==> src/rtl/key_event_pkg.sv <==
// Shared constants, counter action encoding and seven-segment decode
// for the front-panel key event counter.
package key_event_pkg;

  localparam int NUM_KEYS = 3;
  localparam int KEY_STEP = 0;
  localparam int KEY_LOAD = 1;
  localparam int KEY_CLR  = 2;

  // Active-low segments, bit order g..a
  localparam logic [6:0] SEG_BLANK = 7'b1111111;
  localparam logic [15:0][6:0] SEG_TABLE = {
    7'b0001110,  // F
    7'b0000110,  // E
    7'b0100001,  // d
    7'b1000110,  // C
    7'b0000011,  // b
    7'b0001000,  // A
    7'b0010000,  // 9
    7'b0000000,  // 8
    7'b1111000,  // 7
    7'b0000010,  // 6
    7'b0010010,  // 5
    7'b0011001,  // 4
    7'b0110000,  // 3
    7'b0100100,  // 2
    7'b1111001,  // 1
    7'b1000000   // 0
  };

  typedef enum logic [1:0] {
    ACT_NONE,
    ACT_STEP,
    ACT_LOAD,
    ACT_CLR
  } action_e;

  function automatic logic [6:0] hex_to_seg(input logic [3:0] nib);
    logic [6:0] seg;
    seg = SEG_BLANK;
    for (int i = 0; i < 16; i++) begin
      if (nib == 4'(i)) seg = SEG_TABLE[i];
    end
    return seg;
  endfunction

endpackage

==> src/rtl/key_debounce.sv <==
// One push-button: two-flop synchroniser, debounce counter and a
// registered one-cycle pulse on each debounced press (1 -> 0).
module key_debounce #(
  parameter int DEBOUNCE_CYCLES = 500000
) (
  input  logic clk,
  input  logic rst_n,
  input  logic raw_n_i,
  output logic press_o
);

  localparam int CW = (DEBOUNCE_CYCLES > 1) ? $clog2(DEBOUNCE_CYCLES) : 1;
  localparam logic [CW-1:0] CNT_LAST = CW'(DEBOUNCE_CYCLES - 1);

  logic          meta_q;
  logic          sync_q;
  logic          stable_q;
  logic          stable_d;
  logic          prev_q;
  logic          press_q;
  logic          press_d;
  logic [CW-1:0] cnt_q;
  logic [CW-1:0] cnt_d;

  always_comb begin
    stable_d = stable_q;
    cnt_d    = '0;
    if (sync_q != stable_q) begin
      if (cnt_q == CNT_LAST) begin
        stable_d = sync_q;
      end else begin
        cnt_d = cnt_q + CW'(1);
      end
    end
  end

  // Edge detect on the registered stable level so the pulse trails the flip by a cycle
  assign press_d = prev_q & ~stable_q;

  always_ff @(posedge clk or negedge rst_n) begin
    if (!rst_n) begin
      meta_q   <= 1'b1;
      sync_q   <= 1'b1;
      stable_q <= 1'b1;
      prev_q   <= 1'b1;
      cnt_q    <= '0;
      press_q  <= 1'b0;
    end else begin
      meta_q   <= raw_n_i;
      sync_q   <= meta_q;
      stable_q <= stable_d;
      prev_q   <= stable_q;
      cnt_q    <= cnt_d;
      press_q  <= press_d;
    end
  end

  assign press_o = press_q;

endmodule

==> src/rtl/key_event_counter.sv <==
// DE1 front-panel counter: debounced KEY[2:0] drive a clear/load/step
// counter shown on the hex displays and the red LEDs.
module key_event_counter
  import key_event_pkg::*;
#(
  parameter int DEBOUNCE_CYCLES = 500000,
  parameter int CNT_WIDTH       = 8,
  parameter int NUM_DIGITS      = 2
) (
  input  logic                    clk,
  input  logic                    rst_n,
  input  logic [2:0]              key_n,
  input  logic [9:0]              sw,
  output logic [7*NUM_DIGITS-1:0] hex,
  output logic [9:0]              ledr
);

  localparam int SW_WRAP = 8;
  localparam int SW_DOWN = 9;
  localparam int HEX_W   = NUM_DIGITS * 4;
  localparam logic [CNT_WIDTH-1:0] CNT_MAX = '1;

  logic [9:0]           sw_meta_q;
  logic [9:0]           sw_sync_q;
  logic [NUM_KEYS-1:0]  press;
  action_e              action;
  logic [CNT_WIDTH-1:0] count_q;
  logic [CNT_WIDTH-1:0] count_d;
  logic                 limit_q;
  logic                 limit_d;
  logic                 strobe_q;
  logic                 strobe_d;
  logic [HEX_W-1:0]     count_ext;

  always_ff @(posedge clk or negedge rst_n) begin
    if (!rst_n) begin
      sw_meta_q <= '1;
      sw_sync_q <= '1;
    end else begin
      sw_meta_q <= sw;
      sw_sync_q <= sw_meta_q;
    end
  end

  genvar gi;
  generate
    for (gi = 0; gi < NUM_KEYS; gi++) begin : g_key
      key_debounce #(
        .DEBOUNCE_CYCLES(DEBOUNCE_CYCLES)
      ) u_debounce (
        .clk     (clk),
        .rst_n   (rst_n),
        .raw_n_i (key_n[gi]),
        .press_o (press[gi])
      );
    end
  endgenerate

  // Coincident presses: only the highest-priority one is acted on
  always_comb begin
    action = ACT_NONE;
    if (press[KEY_CLR]) begin
      action = ACT_CLR;
    end else if (press[KEY_LOAD]) begin
      action = ACT_LOAD;
    end else if (press[KEY_STEP]) begin
      action = ACT_STEP;
    end
  end

  always_comb begin
    count_d  = count_q;
    limit_d  = limit_q;
    strobe_d = 1'b0;
    unique case (action)
      ACT_CLR: begin
        count_d  = '0;
        limit_d  = 1'b0;
        strobe_d = 1'b1;
      end
      ACT_LOAD: begin
        count_d  = CNT_WIDTH'(sw_sync_q[7:0]);
        strobe_d = 1'b1;
      end
      ACT_STEP: begin
        strobe_d = 1'b1;
        if (sw_sync_q[SW_DOWN]) begin
          if (count_q == '0) begin
            limit_d = 1'b1;
            if (sw_sync_q[SW_WRAP]) count_d = CNT_MAX;
          end else begin
            count_d = count_q - CNT_WIDTH'(1);
          end
        end else begin
          if (count_q == CNT_MAX) begin
            limit_d = 1'b1;
            if (sw_sync_q[SW_WRAP]) count_d = '0;
          end else begin
            count_d = count_q + CNT_WIDTH'(1);
          end
        end
      end
      default: ;
    endcase
  end

  always_ff @(posedge clk or negedge rst_n) begin
    if (!rst_n) begin
      count_q  <= '0;
      limit_q  <= 1'b0;
      strobe_q <= 1'b0;
    end else begin
      count_q  <= count_d;
      limit_q  <= limit_d;
      strobe_q <= strobe_d;
    end
  end

  assign count_ext = HEX_W'(count_q);

  generate
    for (gi = 0; gi < NUM_DIGITS; gi++) begin : g_digit
      logic [6:0] seg_q;
      always_ff @(posedge clk or negedge rst_n) begin
        if (!rst_n) begin
          seg_q <= SEG_TABLE[0];
        end else begin
          seg_q <= hex_to_seg(count_ext[4*gi +: 4]);
        end
      end
      assign hex[7*gi +: 7] = seg_q;
    end
  endgenerate

  assign ledr = {strobe_q, limit_q, 8'(count_q)};

endmodule

==> config.mk <==
export PLATFORM = sky130hd
export DESIGN_NAME = key_event_counter
export DESIGN_NICKNAME = d
export VERILOG_FILES = /design/src/rtl/key_event_pkg.sv /design/src/rtl/key_debounce.sv /design/src/rtl/key_event_counter.sv
export SDC_FILE = /design/constraint.sdc
export NUM_CORES = 1
export LEC_CHECK = 0
export ABC_AREA = 1
export CORE_MARGIN = 2
export CORE_UTILIZATION = 60
export CTS_CLUSTER_SIZE = 25
export DETAILED_ROUTE_END_ITERATION = 6
export PLACE_DENSITY = 0.84
export REMOVE_ABC_BUFFERS = 1
export SLEW_MARGIN = 20
export SYNTH_ARGS = -nofsm -noshare
export SYNTH_HDL_FRONTEND = slang
export SYNTH_SLANG_ARGS = --single-unit
==> constraint.sdc <==
create_clock -name clk -period 2.3 [get_ports clk]
set_input_delay 0.69 -clock clk [delete_from_list [all_inputs] [get_ports clk]]
set_output_delay 0.69 -clock clk [all_outputs]
set_load 0.005 [all_outputs]
== Word level (Yosys, flattened, before mapping) ==
Cells that the tools add are included.
Operators by class
  add/sub/neg operators: 5
  eq/ne operators: 44
  mux-type cells: 52
  bitwise logic cells: 6
  reduce and logical (&&, ||, !) cells: 11
Operator list (count)
  7-bit 2-to-1 mux: 29
  19-bit 2-to-1 mux: 6
  4-bit == test, second input constant: 16
  19-bit by 1-bit adder with 19-bit output, second input constant: 3
  19-bit == test, second input constant: 3
  8-bit 2-to-1 mux: 5
  4-bit by 3-bit == test with 1-bit output, second input constant: 8
  8-bit one-hot mux with 3 select lines: 1
  6-bit 2-to-1 mux: 3
  4-bit by 2-bit == test with 1-bit output, second input constant: 4
  8-bit by 1-bit adder with 8-bit output, second input constant: 1
  4-bit by 1-bit == test with 1-bit output, second input constant: 2
  8-bit == test, second input constant: 1
  4-bit logical NOT: 2
  8-bit logical NOT: 1
  4-bit inequality test, second input constant: 2
  8-bit by 1-bit subtractor with 8-bit output, second input constant: 1
  3-bit inequality test, second input constant: 2
  2-bit AND reduction: 3
  3-bit AND reduction: 2
  1-bit 2-to-1 mux: 5
  2-bit == test, second input constant: 2
  2-bit 2-to-1 mux: 2
  1-bit AND: 3
  other kinds (7): 11
Word-level totals
  register bits after elaboration: 116
  input port bits: 15
  output and inout port bits: 24
  word-level logic and storage cells: 143

== Longest topological paths before layout ==
Gate-level depths: netlist of the first run.
  word-level depth: 17
  depth in mapped cells: 12
  depth with buffers taken out: 12

== Hierarchy ==
From an unflattened synthesis of the first run, not the netlist that was laid out.
Unflattened totals
  cells, all modules: 743
  area, all modules: 6134.6 um^2
Modules (own cells, without submodules)
  key_debounce (g_key[0].u_debounce ...): times used 2, cells each 151, area an instance 1246.2 um^2
  key_event_counter: times used 1, cells each 291, area an instance 2366.0 um^2
  key_debounce (g_key[1].u_debounce): times used 1, cells each 150, area an instance 1276.2 um^2

== Worst setup path before layout of the first run ==
No wires, ideal clock.
  path kind: reg-to-reg
  start: reg count_q[0], in the netlist count_ext[0]
  end: reg count_q[0], in the netlist count_ext[0]
  setup time: 0.116 ns
  arrival: 1.481 ns
  required time: 2.184 ns
  setup slack: 0.702 ns
  cell stages (with the launch flop): 11
  path buffers: 0
  period minus slack after synthesis: 1.598 ns
  cells stage by stage: dfrtp_1 > ha_1 > inv_1 > nor2_8 > nand2_4 > nand2_4 > nand4_4 > nand2_4 > nor2_4 > nand2_1 > nand2_1
On the way
  cells in the longest elaborated chain, start to end: 4
RTL lines
  from (decl): RTL line key_event_counter.sv:27  | logic [CNT_WIDTH-1:0] count_q;
  from (signal assigned): RTL line key_event_counter.sv:113  | count_q <= count_d;
  8-bit by 1-bit adder with 8-bit output, or another cell as far along: RTL line key_event_counter.sv:99  | count_d = count_q + CNT_WIDTH'(1);
  8-bit 2-to-1 mux (on tied branches): RTL line key_event_counter.sv:95, key_event_counter.sv:88
  8-bit 2-to-1 mux: RTL line key_event_counter.sv:87  | if (sw_sync_q[SW_DOWN]) begin
  8-bit one-hot mux with 3 select lines: RTL line key_event_counter.sv:75  | unique case (action)
Several ways; a longest one is shown, not always the timed one.
A chain may end at the register's enable or synchronous reset.

== Worst setup path in the final report of the first run ==
  start: reg count_q[3], in the netlist count_ext[3]
  end: out ledr[3]
RTL lines
  to (decl): RTL line key_event_counter.sv:15  | output logic [9:0] ledr
No word-level cell between the ends.

==> results_dict.tcl, run 1 <==
set metrics [dict create \
    track_usage_pct 26.33 \
    finish.instance_area_um2 7398 \
    placed_cells 942 \
    vias 5413 \
    worstHoldPathType "primary input to asynchronous set/reset pin" \
    post_synth.cell_area_avg_um2 8.009 \
    worstPathMaxFanout 4 \
    outcome "finished clean" \
    p_per_area_nw_per_um2 660.8 \
    first_pass_iters 5 \
    preCtsSetupSlack_ps 465.2 \
    cts_inserted_buffers 17 \
    hpwl_mm 9.741 \
    cap_violations 0 \
    tritoncts "done" \
    yosysSeqAreaShare_pct 47.57 \
    setup_slack_ps 61.00 \
    drt-initial-drc-count 400 \
    setup_tns_ps 0 \
    path_buf_inv 1 \
    total_power_mw 4.888 \
    wire_per_inst_um 13.85 \
    finalWirelength_mm 13.57 \
    grt_pass1_vias 5171 \
    clock-skew-final_ps 8.687 \
    synth_top_area_share_pct 33.14 \
    slew_violations 0 \
    nNetsFinal 858 \
    insertion_delay_ps 530 \
    drc 0 \
    post_route_cells_drive_above_1_share_pct 14.10 \
    fillers 745 \
    clock_path_buffers 2 \
    rsz0062_at_grt "false" \
    fmax_mhz 446.6 \
    antenna_cells 0 \
    synth_largest_area_cell "dfrtp_1" \
    cp.required_ps 1610 \
    path_clk_slew_ps 60 \
    worst_path_dominant_cell_family "buffers and inverters" \
    arrival_ps 1550 \
    die_w_um 105.6 \
    cp_slowest_cell "clkdlybuf4s50_1" \
    cts-root-buf "clkbuf_8" \
    synthesis.area_um2 6191 \
    critPathCaptureType "primary output" \
    ys_top_cells_by_area "dfrtp_1 (33%), dfstp_2 (14%), nand2_1 (10%)" \
    fin_crit_ps 2239 \
    place.gp.congestion 1.026 \
    ant_nets 0 \
    ys_seq_elements 116 \
    ys.warnings.count 0 \
    grt_pass1_wl_mm 23.37 \
    core_um2 10180 \
    grt.overflow.total 0 \
    cts_hold_buffers 0 \
    cts-htree-levels 4 \
    start_kind "register" \
    slowest_delay_ps 550 \
    slew_headroom_pct 69.12 \
    syn_inst 773 \
    stdcell_count 980 \
    crit_chain "clkdlybuf4s50_1" \
    port_buffers 38 \
    synthDistinctLibCells 49 \
    num_io_pins 39 \
    fin_crit_sh_pct 97.35 \
    grt_max_degree 33 \
    clock-sinks 116 \
    antenna_found_initial 0 \
    worst_pin_slew_ps 463.2 \
    crit_type "register to primary output" \
    hold_viol 0 \
    worst-path-stages 1 \
    reg2reg_depth 8 \
    rows 37 \
    initial_core_util_pct 60.79 \
    viasPerCell 5.523 \
    ir_worst_vdd_mv 0.5392 \
    die_h_um 105.6 \
    worst_hold_slack_ps 96.81 \
    finalSetupViolCount 0 \
    fin_util_pct 72.64 \
    post_dp_cell_area_um2 6749 \
    synthToLayoutAreaGrowth_pct 19.50 \
    p_leak_nw 3.411 \
    dieArea_um2 11150 \
]
## cell families after synthesis
kind of cell    after synthesis  share of synthesized area (%)
xor+xnor                     27                          3.820
simple gates                450                          33.33
buf+inv                     112                          7.275
fa+ha+maj                    12                          2.425
flops                       116                          47.57
compound gates               56                          5.578
## registers in the layout (all words and copies together), names as in the netlist, 8 cells and up
name and flops:
sw_meta_q 10, sw_sync_q 10, g_digit.seg_q 14, count_ext 8
g_key.u_debounce.cnt_q 57
## worst paths after layout
kind                                                 end                        start  slack [ps]
max                                              ledr[3]                 count_ext[3]          60
min                        g_key[1].u_debounce.cnt_q[15]                        rst_n         100
max reg2reg                                 count_ext[0]  g_key[0].u_debounce.press_o         410
min reg2reg                   g_key[0].u_debounce.sync_q   g_key[0].u_debounce.meta_q         350
max in group asynchronous                   sw_sync_q[5]                        rst_n        1570
min in group clk              g_key[0].u_debounce.sync_q   g_key[0].u_debounce.meta_q         350
## report_power, final
group	internal [mW]	switching [mW]	total [mW]
Sequential	2.10	0.0238	2.12
Combinational	0.0472	0.0854	0.133
Clock	1.70	0.931	2.63
Total	3.85	1.04	4.89
## placed cells by master, fill, tap and decap left out, drive strengths merged
cell and instances:
nand2 179, nor2 135, inv 97, dfrtp 82
nand3 63, clkdlybuf4s50 37, dfstp 34, nor3 33
xor2 26, nand4 26, clkbuf 20, o21ai 18
buf 16, a21oi 14, ha 12, nor4 7
o211ai 6, clkinvlp 5, clkinv 5, o21a 4
or2 3, bufinv 3, a31oi 2, nor3b 2
a31o 2, a211oi 1, o21bai 1, o2111ai 1
a21boi 1, a221oi 1, a22oi 1, o32ai 1
o22ai 1, a21o 1, and3 1, a32o 1
nand3b 1, xnor2 1
## final cells by class
class	instances	area (µm²)	area share (%)
tap	136	170.2	2.300
clock buffer	20	445.4	6.021
multi-input combinational	545	2795	37.78
sequential	116	2949	39.86
clock inverter	12	155.1	2.097
timing repair buffer	53	515.5	6.968
inverter	98	367.9	4.972
## routing by layer
metal	part of all wire, %	wire (µm)	GRT usage (%)	vias up
met5	0	0	0	-
met4	2.4	319	10.24	0
met3	7.0	950	6.803	35
met2	49	6607	42.90	230
met1	42	5692	33.84	2522
li1	-	-	-	2626
## what timing repair did
action                                  CTS  global route
cloned                                    0             0
setup buffers                             0             6
resized for setup                         3             0
endpoints found under the setup margin    3             2
## Yosys cell counts (all sizes together)
| library cell | n |
|---|---|
| a21boi | 1 |
| a22oi | 1 |
| dfstp | 34 |
| nand4 | 26 |
| buf | 10 |
| xnor2 | 1 |
| o22ai | 1 |
| dfrtp | 82 |
| clkbuf | 4 |
| o32ai | 1 |
| o211ai | 6 |
| inv | 97 |
| a211oi | 1 |
| nor2 | 135 |
| a21o | 1 |
| nor3b | 2 |
| nand3b | 1 |
| xor2 | 26 |
| and3 | 1 |
| clkinv | 1 |
| nor3 | 33 |
| nor4 | 7 |
| nand2 | 179 |
| a21oi | 14 |
| or2 | 3 |
| a31o | 2 |
| a221oi | 1 |
| nand3 | 63 |
| a32o | 1 |
| o21ai | 18 |
| a31oi | 2 |
| o21a | 4 |
| o2111ai | 1 |
| o21bai | 1 |
| ha | 12 |
Note: power is estimated with default switching activity, not from simulation.
==> inputs of run 2 (changes only) <==
--- a/config.mk
+++ b/config.mk
@@ -7,10 +7,10 @@
 export LEC_CHECK = 0
 export ABC_AREA = 1
 export CORE_MARGIN = 2
-export CORE_UTILIZATION = 60
+export CORE_UTILIZATION = 46
 export CTS_CLUSTER_SIZE = 25
 export DETAILED_ROUTE_END_ITERATION = 6
-export PLACE_DENSITY = 0.84
+export PLACE_DENSITY = 0.67
 export REMOVE_ABC_BUFFERS = 1
 export SLEW_MARGIN = 20
 export SYNTH_ARGS = -nofsm -noshare
==> run 2 against run 1 <==
Compared with the run above: via count shrank 3.5%; critical path type unchanged; setup slack gained 36 ps; cell count grew 3.6%; largest cell class unchanged; global-route usage shrank 5.7 points; wire length grew 1.8%; total power shrank 0.18%; non-clock buffer count shrank 5; clock power is essentially flat; core utilization shrank 17 points; critical endpoint is now ledr[0].
==> results_dict.tcl, run 2 (synthesis gave the netlist of run 1 again) <==
set metrics [dict create \
    outcome "finished clean" \
    first_pass_iters 5 \
    ir_worst_vdd_mv 0.4738 \
    grt_pass1_vias 5191 \
    clock-skew-final_ps 5.606 \
    tritoncts "done" \
    drc 0 \
    cts_setup_buffers 0 \
    use_met2_pct 33.06 \
    grt_use_met3_pct 4.658 \
    p_leak_nw 3.395 \
    slowest_delay_ps 580 \
    path_buf_inv 1 \
    preCtsSetupSlack_ps 459.4 \
    final_cell_mix "nand2_1 (170), nor2_1 (125), inv_1 (86)" \
    grt_pass1_wl_mm 23.79 \
    start_kind "register" \
    antenna_found_initial 0 \
    multi_input_area_um2 2795 \
    largest_reg_flops 57 \
    ctsResizeCount 0 \
    post_route_cells_drive_above_1_share_pct 13.35 \
    place.gp.congestion 0.9258 \
    port_buffers 38 \
    cp.required_ps 1610 \
    fmax_mhz 454.0 \
    cts_inserted_buffers 17 \
    setup_slack_ps 97.49 \
    antenna_cells 0 \
    dieArea_um2 14400 \
    rsz0062_at_grt "false" \
    path_clk_slew_ps 60 \
    r2r_start "count_ext[0]" \
    rows 42 \
    fin_crit_ps 2203 \
    die_h_um 120.0 \
    insertion_delay_ps 420 \
    hold_viol 0 \
    worst_pin_slew_ps 494.6 \
    regArea_um2 2947 \
    viasPerCell 5.144 \
    cts_hold_buffers 0 \
    arrival_ps 1510 \
    critPathCaptureType "primary output" \
    wire_per_inst_um 13.62 \
    use_met1_pct 26.72 \
    fin_crit_sh_pct 95.76 \
    slew_headroom_pct 66.99 \
    synthToLayoutAreaGrowth_pct 19.48 \
    crit_type "register to primary output" \
    track_usage_pct 20.66 \
    worstHoldPathType "primary input to asynchronous set/reset pin" \
    core_um2 13190 \
    p_per_area_nw_per_um2 659.7 \
    hpwl_mm 9.930 \
    busiest_layer "met2" \
    finalSetupViolCount 0 \
    vias 5221 \
    die_w_um 120.0 \
    num_io_pins 39 \
    crit_chain "clkdlybuf4s50_1" \
    cp_slowest_cell "clkdlybuf4s50_1" \
    nNetsFinal 853 \
    slew_violations 0 \
    cts-htree-levels 4 \
    clock-sinks 116 \
    reg2reg_depth 11 \
    fillers 1199 \
    r2r_slack_ps 400 \
    regMostFlops "g_key.u_debounce.cnt_q" \
    drt-initial-drc-count 363 \
    layout_commonest_cell "nand2_1" \
    grt_max_degree 41 \
    grt.overflow.total 0 \
    reg_top3 "g_key.u_debounce.cnt_q (57), g_digit.seg_q (14)" \
    setup_tns_ps 0 \
    cap_violations 0 \
    worst_path_dominant_cell_family "buffers and inverters" \
    clock_path_buffers 2 \
    finalWirelength_mm 13.82 \
    ant_nets 0 \
    initial_core_util_pct 46.94 \
    rr_endpoint "count_ext[6]" \
    cts-root-buf "clkbuf_16" \
    worstPathMaxFanout 9 \
]
-- run 2: per-stage QoR --
step | total power, mW | util [%] | cell area, µm² | std cells | hold slack (ps)
2_1_floorplan | 2.195 | - | 6108 | 759 | 345.2
3_3_place_gp | 2.287 | 51.51 | 6794 | 983 | 346.1
3_5_place_dp | 2.289 | 51.51 | 6794 | 983 | 347.2
4_1_cts | 4.937 | 56.07 | 7396 | 1015 | 203.6
5_1_grt | 5.047 | 56.08 | 7397 | 1015 | 223.0
6_report | 4.880 | 56.08 | 7397 | 1015 | 194.4
-- run 2: worst max path at each step --
stage          cells after the start  slack, ps          from           end
5_1_grt                            1         50  count_ext[0]       ledr[0]
6_report                           1        100  count_ext[0]       ledr[0]
4_1_cts                            1         20  count_ext[6]       ledr[6]
2_1_floorplan                     10        690  count_ext[0]  count_ext[2]
3_5_place_dp                      11        460  count_ext[0]  count_ext[7]
3_3_place_gp                       1        500  count_ext[6]       ledr[6]
-- run 2: cell type report --
cell class | count | area share [%]
inverter | 98 | 4.973
timing repair buffer | 48 | 6.292
multi-input combinational | 545 | 37.79
clock inverter | 10 | 1.286
tap | 176 | 2.977
sequential | 116 | 39.83
clock buffer | 22 | 6.850
-- run 2: per-layer routing --
layer | up-vias | wire (µm) | share of wire (%)
li1 | 2608 | - | -
met1 | 2431 | 6370 | 46
met2 | 150 | 6540 | 47
met3 | 32 | 581 | 4.2
met4 | 0 | 328 | 2.4
met5 | - | 0 | 0
-- run 2: where the power goes --
part           internal [mW]  switching [mW]  leakage [nW]
Clock                   1.67           0.958         0.292
Sequential              2.10          0.0216          1.49
Combinational         0.0449          0.0874          1.61
Total                   3.81            1.07          3.40
